`src/rtl/sid_reg_if.sv`:
```
// Register-write responder for the SID host bus: synchronises the write strobe,
// decodes voice/address, holds all voice and filter registers, and emits write/gate events.
module sid_reg_if #(
    parameter int SYNC_STAGES = 2
) (
    input  logic        clk,
    input  logic        rst,
    input  logic        wr_strobe,
    input  logic [1:0]  wr_voice,
    input  logic [2:0]  wr_addr,
    input  logic [7:0]  wr_data,
    output logic [47:0] freq,
    output logic [35:0] pw,
    output logic [23:0] atk,
    output logic [23:0] sus,
    output logic [23:0] wav,
    output logic [10:0] fc,
    output logic [7:0]  res_filt,
    output logic [7:0]  mode_vol,
    output logic        wr_event,
    output logic [2:0]  gate_on,
    output logic [2:0]  gate_off
);

    localparam logic [1:0] FILTER_VOICE = 2'd3;

    logic [SYNC_STAGES-1:0] r_sync;
    logic                   r_edge;
    logic                   w_commit;

    logic [15:0] r_freq [0:2];
    logic [11:0] r_pw   [0:2];
    logic [7:0]  r_atk  [0:2];
    logic [7:0]  r_sus  [0:2];
    logic [7:0]  r_wav  [0:2];
    logic [10:0] r_fc;
    logic [7:0]  r_res_filt;
    logic [7:0]  r_mode_vol;
    logic        r_wr_event;
    logic [2:0]  r_gate_on;
    logic [2:0]  r_gate_off;

    // Strobe flops reset high so a strobe already high at reset release looks like no edge.
    assign w_commit = r_sync[SYNC_STAGES-1] & ~r_edge;

    always_ff @(posedge clk) begin
        if (rst) begin
            r_sync     <= '1;
            r_edge     <= 1'b1;
            r_fc       <= '0;
            r_res_filt <= '0;
            r_mode_vol <= '0;
            r_wr_event <= 1'b0;
            r_gate_on  <= '0;
            r_gate_off <= '0;
            for (int i = 0; i < 3; i++) begin
                r_freq[i] <= '0;
                r_pw[i]   <= '0;
                r_atk[i]  <= '0;
                r_sus[i]  <= '0;
                r_wav[i]  <= '0;
            end
        end else begin
            // NOTE: non-blocking throughout so every flop samples pre-edge values; the
            // later indexed gate assignments simply override the cleared defaults.
            r_sync     <= {r_sync[SYNC_STAGES-2:0], wr_strobe};
            r_edge     <= r_sync[SYNC_STAGES-1];
            r_wr_event <= w_commit;
            r_gate_on  <= '0;
            r_gate_off <= '0;
            if (w_commit) begin
                if (wr_voice != FILTER_VOICE) begin
                    case (wr_addr)
                        3'd0: r_freq[wr_voice][7:0]  <= wr_data;
                        3'd1: r_freq[wr_voice][15:8] <= wr_data;
                        3'd2: r_pw[wr_voice][7:0]    <= wr_data;
                        3'd3: r_pw[wr_voice][11:8]   <= wr_data[3:0];
                        3'd4: r_atk[wr_voice]        <= wr_data;
                        3'd5: r_sus[wr_voice]        <= wr_data;
                        3'd6: begin
                            r_wav[wr_voice]      <= wr_data;
                            r_gate_on[wr_voice]  <= wr_data[0] & ~r_wav[wr_voice][0];
                            r_gate_off[wr_voice] <= ~wr_data[0] & r_wav[wr_voice][0];
                        end
                        default: ;
                    endcase
                end else begin
                    case (wr_addr)
                        3'd0: r_fc[2:0]  <= wr_data[2:0];
                        3'd1: r_fc[10:3] <= wr_data;
                        3'd2: r_res_filt <= wr_data;
                        3'd3: r_mode_vol <= wr_data;
                        default: ;
                    endcase
                end
            end
        end
    end

    assign freq     = {r_freq[2], r_freq[1], r_freq[0]};
    assign pw       = {r_pw[2], r_pw[1], r_pw[0]};
    assign atk      = {r_atk[2], r_atk[1], r_atk[0]};
    assign sus      = {r_sus[2], r_sus[1], r_sus[0]};
    assign wav      = {r_wav[2], r_wav[1], r_wav[0]};
    assign fc       = r_fc;
    assign res_filt = r_res_filt;
    assign mode_vol = r_mode_vol;
    assign wr_event = r_wr_event;
    assign gate_on  = r_gate_on;
    assign gate_off = r_gate_off;

endmodule

```
`config.mk`:
```
export PLATFORM = sky130hd
export DESIGN_NAME = sid_reg_if
export DESIGN_NICKNAME = d
export VERILOG_FILES = /design/src/rtl/sid_reg_if.sv
export SDC_FILE = /design/constraint.sdc
export NUM_CORES = 1
export LEC_CHECK = 0
export BUFFER_PORTS_ARGS = -buffer_cell sky130_fd_sc_hd__buf_4
export CAP_MARGIN = 20
export CORE_MARGIN = 4
export CORE_UTILIZATION = 50
export DETAILED_ROUTE_END_ITERATION = 12
export MAX_ROUTING_LAYER = met4
export PLACE_DENSITY = 0.78
export REMOVE_ABC_BUFFERS = 1
export SLEW_MARGIN = 20
export SYNTH_ARGS = -nofsm -noshare
export SYNTH_HDL_FRONTEND = slang
export SYNTH_SLANG_ARGS = --single-unit
```
`constraint.sdc`:
```
create_clock -name clk -period 2.8 [get_ports clk]
set_input_delay 0.56 -clock clk [delete_from_list [all_inputs] [get_ports clk]]
set_output_delay 0.56 -clock clk [all_outputs]
set_load 0.01 [all_outputs]
```
==> results of run 1 <==
## layout make-up
type                    count  area [um^2]
flip-flops and latches    194         5460
fillers                   987         4360
repair buffers            235         1760
multi-input cells         327         1550
clock buffers              21          440
well taps                 180          225
clock inverters            10          135
inverters                   1         3.75
## flip-flops by register name, summed over array words and instances (netlist names)
register	cells
fc	11
r_edge	1
r_wav	25
res_filt	8
r_freq	48
r_sync	2
gate_on	3
mode_vol	8
gate_off	3
r_atk	24
wr_event	1
r_sus	24
r_pw	36
## metrics by stage
stage / hold WS [ns] / utilization / power (W)
after floorplan: 0.389 / - / 0.00341
after global placement: 0.395 / 0.646 / 0.00363
after detailed placement: 0.401 / 0.646 / 0.00364
after CTS: 0.312 / 0.687 / 0.00599
after global routing: 0.325 / 0.687 / 0.00615
final: 0.324 / 0.687 / 0.00599
## per-layer routing
layer | GRT usage | part of all wire
met5 | - | 0
met4 | 0.0795 | 0.023
met3 | 0.0736 | 0.11
met2 | 0.391 | 0.49
met1 | 0.299 | 0.37
## cells in the final DEF, fill, tap and decap left out, types with 2 or more instances in the layout
| master | netlist | final |
|---|---|---|
| nand4_1 | 2 | 2 |
| nor2b_1 | 5 | 5 |
| nand2b_1 | 2 | 2 |
| mux2i_1 | 27 | 27 |
| nor3_1 | 7 | 7 |
| edfxtp_1 | 157 | 157 |
| clkbuf_16 | 0 | 17 |
| bufinv_16 | 0 | 3 |
| buf_4 | 0 | 235 |
| nand2_1 | 86 | 86 |
| dfxtp_1 | 37 | 37 |
| nand3_1 | 7 | 7 |
| clkinvlp_4 | 0 | 2 |
| clkbuf_1 | 9 | 4 |
| clkinv_1 | 0 | 2 |
| nor2_1 | 157 | 157 |
| or2_2 | 4 | 4 |
| o21ai_0 | 15 | 15 |
| o31ai_1 | 3 | 3 |
## kinds of logic (layout without fill, tap and decap cells)
group	Yosys count	after routing	share of synthesized area
other	1	1	0.000525
muxes	28	28	0.0410
buffers and inverters	32	267	0.0203
and+or+nand+nor	280	280	0.161
AOI/OAI and AO/OA	18	18	0.0137
DFF	194	194	0.763
## power by group
part	internal, W	leakage [nW]	switching [W]	total (W)
registers	0.00318	1.93	0.0000318	0.00321
clock network	0.00140	0.273	0.00101	0.00240
logic	0.000143	1.71	0.000226	0.000369
## how the worst max path moves through the flow
stage                                end  slack [ns]  cells after the start
6_report        r_pw[1][3]$_SDFFCE_PN0P_        0.72                      4
3_5_place_dp    r_pw[1][3]$_SDFFCE_PN0P_        0.44                      5
5_1_grt        r_wav[2][3]$_SDFFCE_PN0P_        0.63                      5
3_3_place_gp    r_pw[0][6]$_SDFFCE_PN0P_        0.56                      5
4_1_cts         r_pw[1][2]$_SDFFCE_PN0P_        0.75                      4
2_1_floorplan  r_atk[2][0]$_SDFFCE_PN0P_        0.04                      3
==> results.md, run 1 <==
* Period utilisation layout at 0.742
* Status: finished clean
* Lkg Pwr at 3.92 nW
* Critical Path RT at 2.93 ns
* Max-Slew Margin vs Limit at 0.550
* FF-to-FF path depth at 4
* PortBufs at slightly above 200
* Critical R2R Capture: r_pw[1][3]$_SDFFCE_PN0P_
* Top Family by Delay on Critical Path: simple AND/OR/NAND/NOR gates
* CP peak stage delay at about 0.42 ns
* Row Count at between 40 and 50
* Crit. Startpoint: r_sync[1]$_SDFF_PP1_
* Unique masters post-synth at 29
* Final Cell Area at about 9600 um^2
* Min-Delay Path Class: input pin to register
* Die W at 128 um
* Number of global-route vias before repair at 5066
* First-pass GRT wire length at 28800 um
* Peak VDD IR at 0.428 mV
* Non-filler cells, final at between 900 and 1000
* Hold EP: r_sync[0]$_SDFF_PP1_
* Clock transition at path regs at 0.07 ns
* Top-area cell type share of the netlist area at 0.660
* Hold_buf cts at 0
* Final WL at just under 20000 um
* # resized after CTS at 0
* CP Cell Sequence: nor3b_2, nand4b_2, o21ai_0, buf_4
* Register area share after synthesis at 0.763
* Cells after Synth at 553
* FF-to-FF Start: r_sync[1]$_SDFF_PP1_
* Iter 0 DRT Violations at 544
* Post-CTS setup buffer count at 0
* Detailed-route wire length per cell at 19.9 um
* Worst slew pin tran at 0.674 ns
* Skew final at 0.00930 ns
* Drt first pass iters at 6
* Pre-CTS setup slack at 0.444 ns
* Final setup violation count at 0
* Maximum clock rate at roughly 480 MHz
* Max-Cap Viols at 0
* I/O pin count at 206
* Max-slew violation count at 0
* Flops & latches, synth at 194
* Area contributors post-synth: edfxtp_1 66%, dfxtp_1 10%, nor2_1 8.2%
* N_diodes at 0
* Final critical-path setup slack at 0.722 ns
* Peak fanout along the critical path at 12
* Pwr per Cell Area at about 630 nW/um^2
* Setup crit start kind: register
* Syn Std Cell Area at just over 7000 um^2
* Nets at 792
* WP buf/inv at 1
* Hold Crit Start: wr_strobe
* Initial Util at 0.513
* DP HPWL at 14200 um
* Clock Latency Late Sink at 0.42 ns
* R2r setup slk at 0.72 ns
* Vias at approximately 5300
* Largest area contributor in the netlist: edfxtp_1
* Largest net degree at the start of global routing at 31
* Initial antenna violation count at 0
* Synth top cells by count: 157 x edfxtp_1, 157 x nor2_1, 86 x nand2_1
* Synth warn at 0
* Die area at around 16000 um^2
* Synthesis-to-layout area growth at 33.9%
* H-tree depth at 4
* GPL Wtd Cong at ~0.84
* DR DRC count at 0
* Placed instance count at about 940
* Vias per inst at ~5.4
* Most used DFF post-synth: edfxtp_1
* Worst EP arrival at 2.21 ns
* Worst setup path class: register to register
* Total grt overflow at 0
* Max Root-Sink Buffers at 2
* Die Ht at 128 um
* RSZ-0062 raised after global routing: false
* CTS tree: built
* Clk Tree Root Cell: clkbuf_16
* CTS Buf Count at 17
* Async SR Flop Fraction at 0
* Slowest cell on crit path: nor3b_2
* Core region area at 13900 um^2
* Routed Antenna Nets at 0
* Sink Count at 194
* Worst Hold Path Cells at 2
* Minimum clock period at 2.08 ns
* Total track usage at 0.244
* EDFF count, synth at 157
* Final Hold Viols at 0
* Crit. End Element: register
* Syn_area_per_cell at approximately 13 um^2
* Total Negative Setup Slacks at 0 ns
* Layout cells sized above 1 at 0.340
* Placed cell area at roughly 9000 um^2
No activity file was read; power rests on OpenSTA's default activity.
==> inputs of run 2 (changes only) <==
Settings changed: ABC_AREA from default to 1.
Clock period 2.8 ns to 2.1 ns, I/O delays scaled along.
==> run 2 against run 1 <==
Combinational power rose by 47%. Sequential power rose by 34%. Setup slack worse by 0.54 ns. Power rose by 32%. Critical path type unchanged. Routed wire length decreased by 2.5%. Clock power rose by 27%. Largest cell class unchanged.
==> results.md, run 2 <==
* Max-slew violation count at 0 (unchanged)
* DR DRC count at 0 (unchanged)
* Layout cells sized above 1 at 0.346 (was 0.340)
* Flops & latches, synth at 194 (unchanged)
* Max-Cap Viols at 0 (unchanged)
* Largest area contributor in the netlist: edfxtp_1 (unchanged)
* Top Family by Delay on Critical Path: simple AND/OR/NAND/NOR gates (unchanged)
* Sink Count at 194 (unchanged)
* Total grt overflow at 0 (unchanged)
* GPL Wtd Cong at 0.834 (was 0.844)
* First-pass GRT wire length at 28200 um (was 28800 um)
* Number of global-route vias before repair at 5078 (was 5066)
* Max Root-Sink Buffers at 2 (unchanged)
* Vias at 5264 (was 5251)
* Critical Path RT at 2.19 ns (was 2.93 ns)
* Register area share after synthesis at 0.763 (about the same)
* Psw at 0.00169 W (was 0.00126 W)
* Slowest cell on crit path: nor2_2 (was nor3b_2)
* Worst slew pin tran at 0.611 ns (was 0.674 ns)
* Min-Delay Path Class: input pin to register (unchanged)
* Worst EP arrival at 2.01 ns (was 2.21 ns)
* Final Hold Viols at 0 (unchanged)
* Top-area cell type share of the netlist area at 0.659 (was 0.660)
* EDFF count, synth at 157 (unchanged)
* Die Ht at 128 um (about the same)
* Flop pwr share at 0.545 (was 0.537)
* CTS tree: built (unchanged)
* Most instantiated library cell after synthesis: nor2_1
* Max-Slew Margin vs Limit at 0.590 (was 0.550)
* Clock transition at path regs at 0.06 ns (was 0.07 ns)
* Status: finished clean (unchanged)
* Period utilisation layout at 0.915 (was 0.742)
* Die area at 16300 um^2 (about the same)
* Largest regs: r_freq: 48 flops, r_pw: 36 flops, r_wav: 25 flops (unchanged)
* Sw Share at 0.214 (was 0.211)
* Largest register FFs at 48 (unchanged)
* Core region area at 13900 um^2 (unchanged)
* RSZ-0062 raised after global routing: false (unchanged)
* Drt first pass iters at 5 (was 6)
* PortBufs at 205 (unchanged)
* Skew final at 0.00662 ns (was 0.00930 ns)
* Area contributors post-synth: edfxtp_1 66%, nor2_1 12%, dfxtp_1 10% (was edfxtp_1 66%, dfxtp_1 10%, nor2_1 8.2%)
* Placed cell area at 9030 um^2 (was 9000 um^2)
* Minimum clock period at 1.92 ns (was 2.08 ns)
* WP buf/inv at 1 (unchanged)
* Most flops, register: r_freq (unchanged)
* Cells after Synth at 598 (was 553)
* Final setup violation count at 0 (unchanged)
* Most frequent cells in the layout: 232 x buf_4, 221 x nor2_1, 157 x edfxtp_1 (was 235 x buf_4, 157 x nor2_1, 157 x edfxtp_1)
* Synthesis-to-layout area growth at 34.0% (was 33.9%)
* Syn_area_per_cell at 12.0 um^2 (was 12.9 um^2)
* Initial antenna violation count at 0 (unchanged)
* DP HPWL at 13000 um (was 14200 um)
* Crit. End Element: register (unchanged)
* Peak VDD IR at 0.455 mV (was 0.428 mV)
* Final Cell Area at 9590 um^2 (was 9570 um^2)
* WHS at 0.186 ns (was 0.324 ns)
* CP Cell Sequence: inv_1, nand3_1, nor2_2, nand3_2, nand2_1 (was nor3b_2, nand4b_2, o21ai_0, buf_4)
* Gate power share at 0.069 (was 0.062)
* Pwr per Cell Area at 824 nW/um^2 (was 625 nW/um^2)
* N_diodes at 0 (unchanged)
* H-tree depth at 4 (unchanged)
* Setup crit start kind: register (unchanged)
* Pre-CTS setup slack at -0.0149 ns (was 0.444 ns)
* PnR Total Power at 0.00790 W (was 0.00599 W)
* Synth warn at 0 (unchanged)
* Final WL at 18800 um (was 19300 um)
* Peak fanout along the critical path at 9 (was 12)
* I/O pin count at 206 (unchanged)
* # resized after CTS at 0 (unchanged)
* Post-CTS setup buffer count at 0 (unchanged)
* # fillers at 1006 (was 987)
* Syn Std Cell Area at 7150 um^2 (about the same)
* Routed Antenna Nets at 0 (unchanged)
* Nets at 836 (was 792)
* Clock Latency Late Sink at 0.42 ns (about the same)
* Die W at 128 um (about the same)
* Detailed-route wire length per cell at 18.6 um (was 19.9 um)
* Internal at 0.00621 W (was 0.00472 W)
* Total track usage at 0.238 (was 0.244)
* CTS Buf Count at 17 (unchanged)
* Initial Util at 0.513 (about the same)
* CP peak stage delay at 0.44 ns (was 0.42 ns)
* Total Negative Setup Slacks at 0 ns (unchanged)
* Vias per inst at 5.20 (was 5.42)
* Iter 0 DRT Violations at 486 (was 544)
* Unique masters post-synth at 18 (was 29)
* Final critical-path setup slack at 0.178 ns (was 0.722 ns)
* Lkg Pwr at 4.12 nW (was 3.92 nW)
* Clk Tree Root Cell: clkbuf_16 (unchanged)
* Commonest non-fill, non-tap cell in the layout: buf_4 (unchanged)
* Largest net degree at the start of global routing at 50 (was 31)
* Maximum clock rate at 520 MHz (was 481 MHz)
* Synth top cells by count: 221 x nor2_1, 157 x edfxtp_1, 65 x nand2_1 (was 157 x edfxtp_1, 157 x nor2_1, 86 x nand2_1)
* Worst setup path class: register to register (unchanged)
* Hold_buf cts at 0 (unchanged)
* Row Count at 43 (unchanged)
* Async SR Flop Fraction at 0 (unchanged)
* Most used DFF post-synth: edfxtp_1 (unchanged)
* Power share of the clock group at 0.386 (was 0.402)
==> run 2: cell count changes in the layout (fill, tap and decap cells not counted), moves of 4 or more <==
cell,before,now
o21ai_0,15,0
nand3_2,0,15
inv_1,1,13
nor2_1,157,221
mux2i_1,27,0
nor3_1,7,3
nor2_2,1,9
nor2b_1,5,0
nand2_1,86,65
nand3_1,7,38
==> run 2: logic make-up (layout without fill, tap and decap cells) <==
logic type	after synthesis	in the layout	synth area share
and+or+nand+nor	353	353	0.209
DFF	194	194	0.763
buffers and inverters	50	284	0.0276
other	1	1	0.000524
==> run 2: power by group through the flow <==
stage / sequential (W) / clock (W) / combinational [W]
floorplan: 0.00445 / 0 / 0.000148
global placement: 0.00439 / 0 / 0.000535
detailed placement: 0.00439 / 0 / 0.000546
CTS: 0.00431 / 0.00308 / 0.000548
global route: 0.00432 / 0.00324 / 0.000579
finish: 0.00431 / 0.00305 / 0.000544
==> run 2: final timing paths <==
kind,from,to,slack (ns),depth (start not counted)
worst max-delay path,r_edge$_SDFF_PP1_,r_atk[0][1]$_SDFFCE_PN0P_,0.18,5
worst min-delay path,wr_strobe,r_sync[0]$_SDFF_PP1_,0.19,2
worst max register to register,r_edge$_SDFF_PP1_,r_atk[0][1]$_SDFFCE_PN0P_,0.18,5
worst min register to register,r_sync[0]$_SDFF_PP1_,r_sync[1]$_SDFF_PP1_,0.41,1
==> run 2: final cells by class <==
class / instances / area (um^2) / area share
clock buffer: 21 / 440 / 0.0459
tap: 180 / 225 / 0.0235
clock inverter: 10 / 111 / 0.0116
multi-input combinational: 354 / 1500 / 0.157
sequential: 194 / 5460 / 0.569
inverter: 19 / 71.3 / 0.00744
timing repair buffer: 234 / 1780 / 0.186
==> run 2: metrics by stage <==
| stage | utilization | std cells |
|---|---|---|
| final | 0.688 | 1012 |
| after global routing | 0.688 | 1012 |
| after CTS | 0.688 | 1012 |
| after detailed placement | 0.648 | 981 |
| after global placement | 0.648 | 981 |
| after floorplan | - | 567 |
==> run 2: routing by layer <==
layer	part of all wire	global-route usage
met1	0.39	0.290
met2	0.52	0.400
met3	0.075	0.0431
met4	0.021	0.0861
met5	0	-
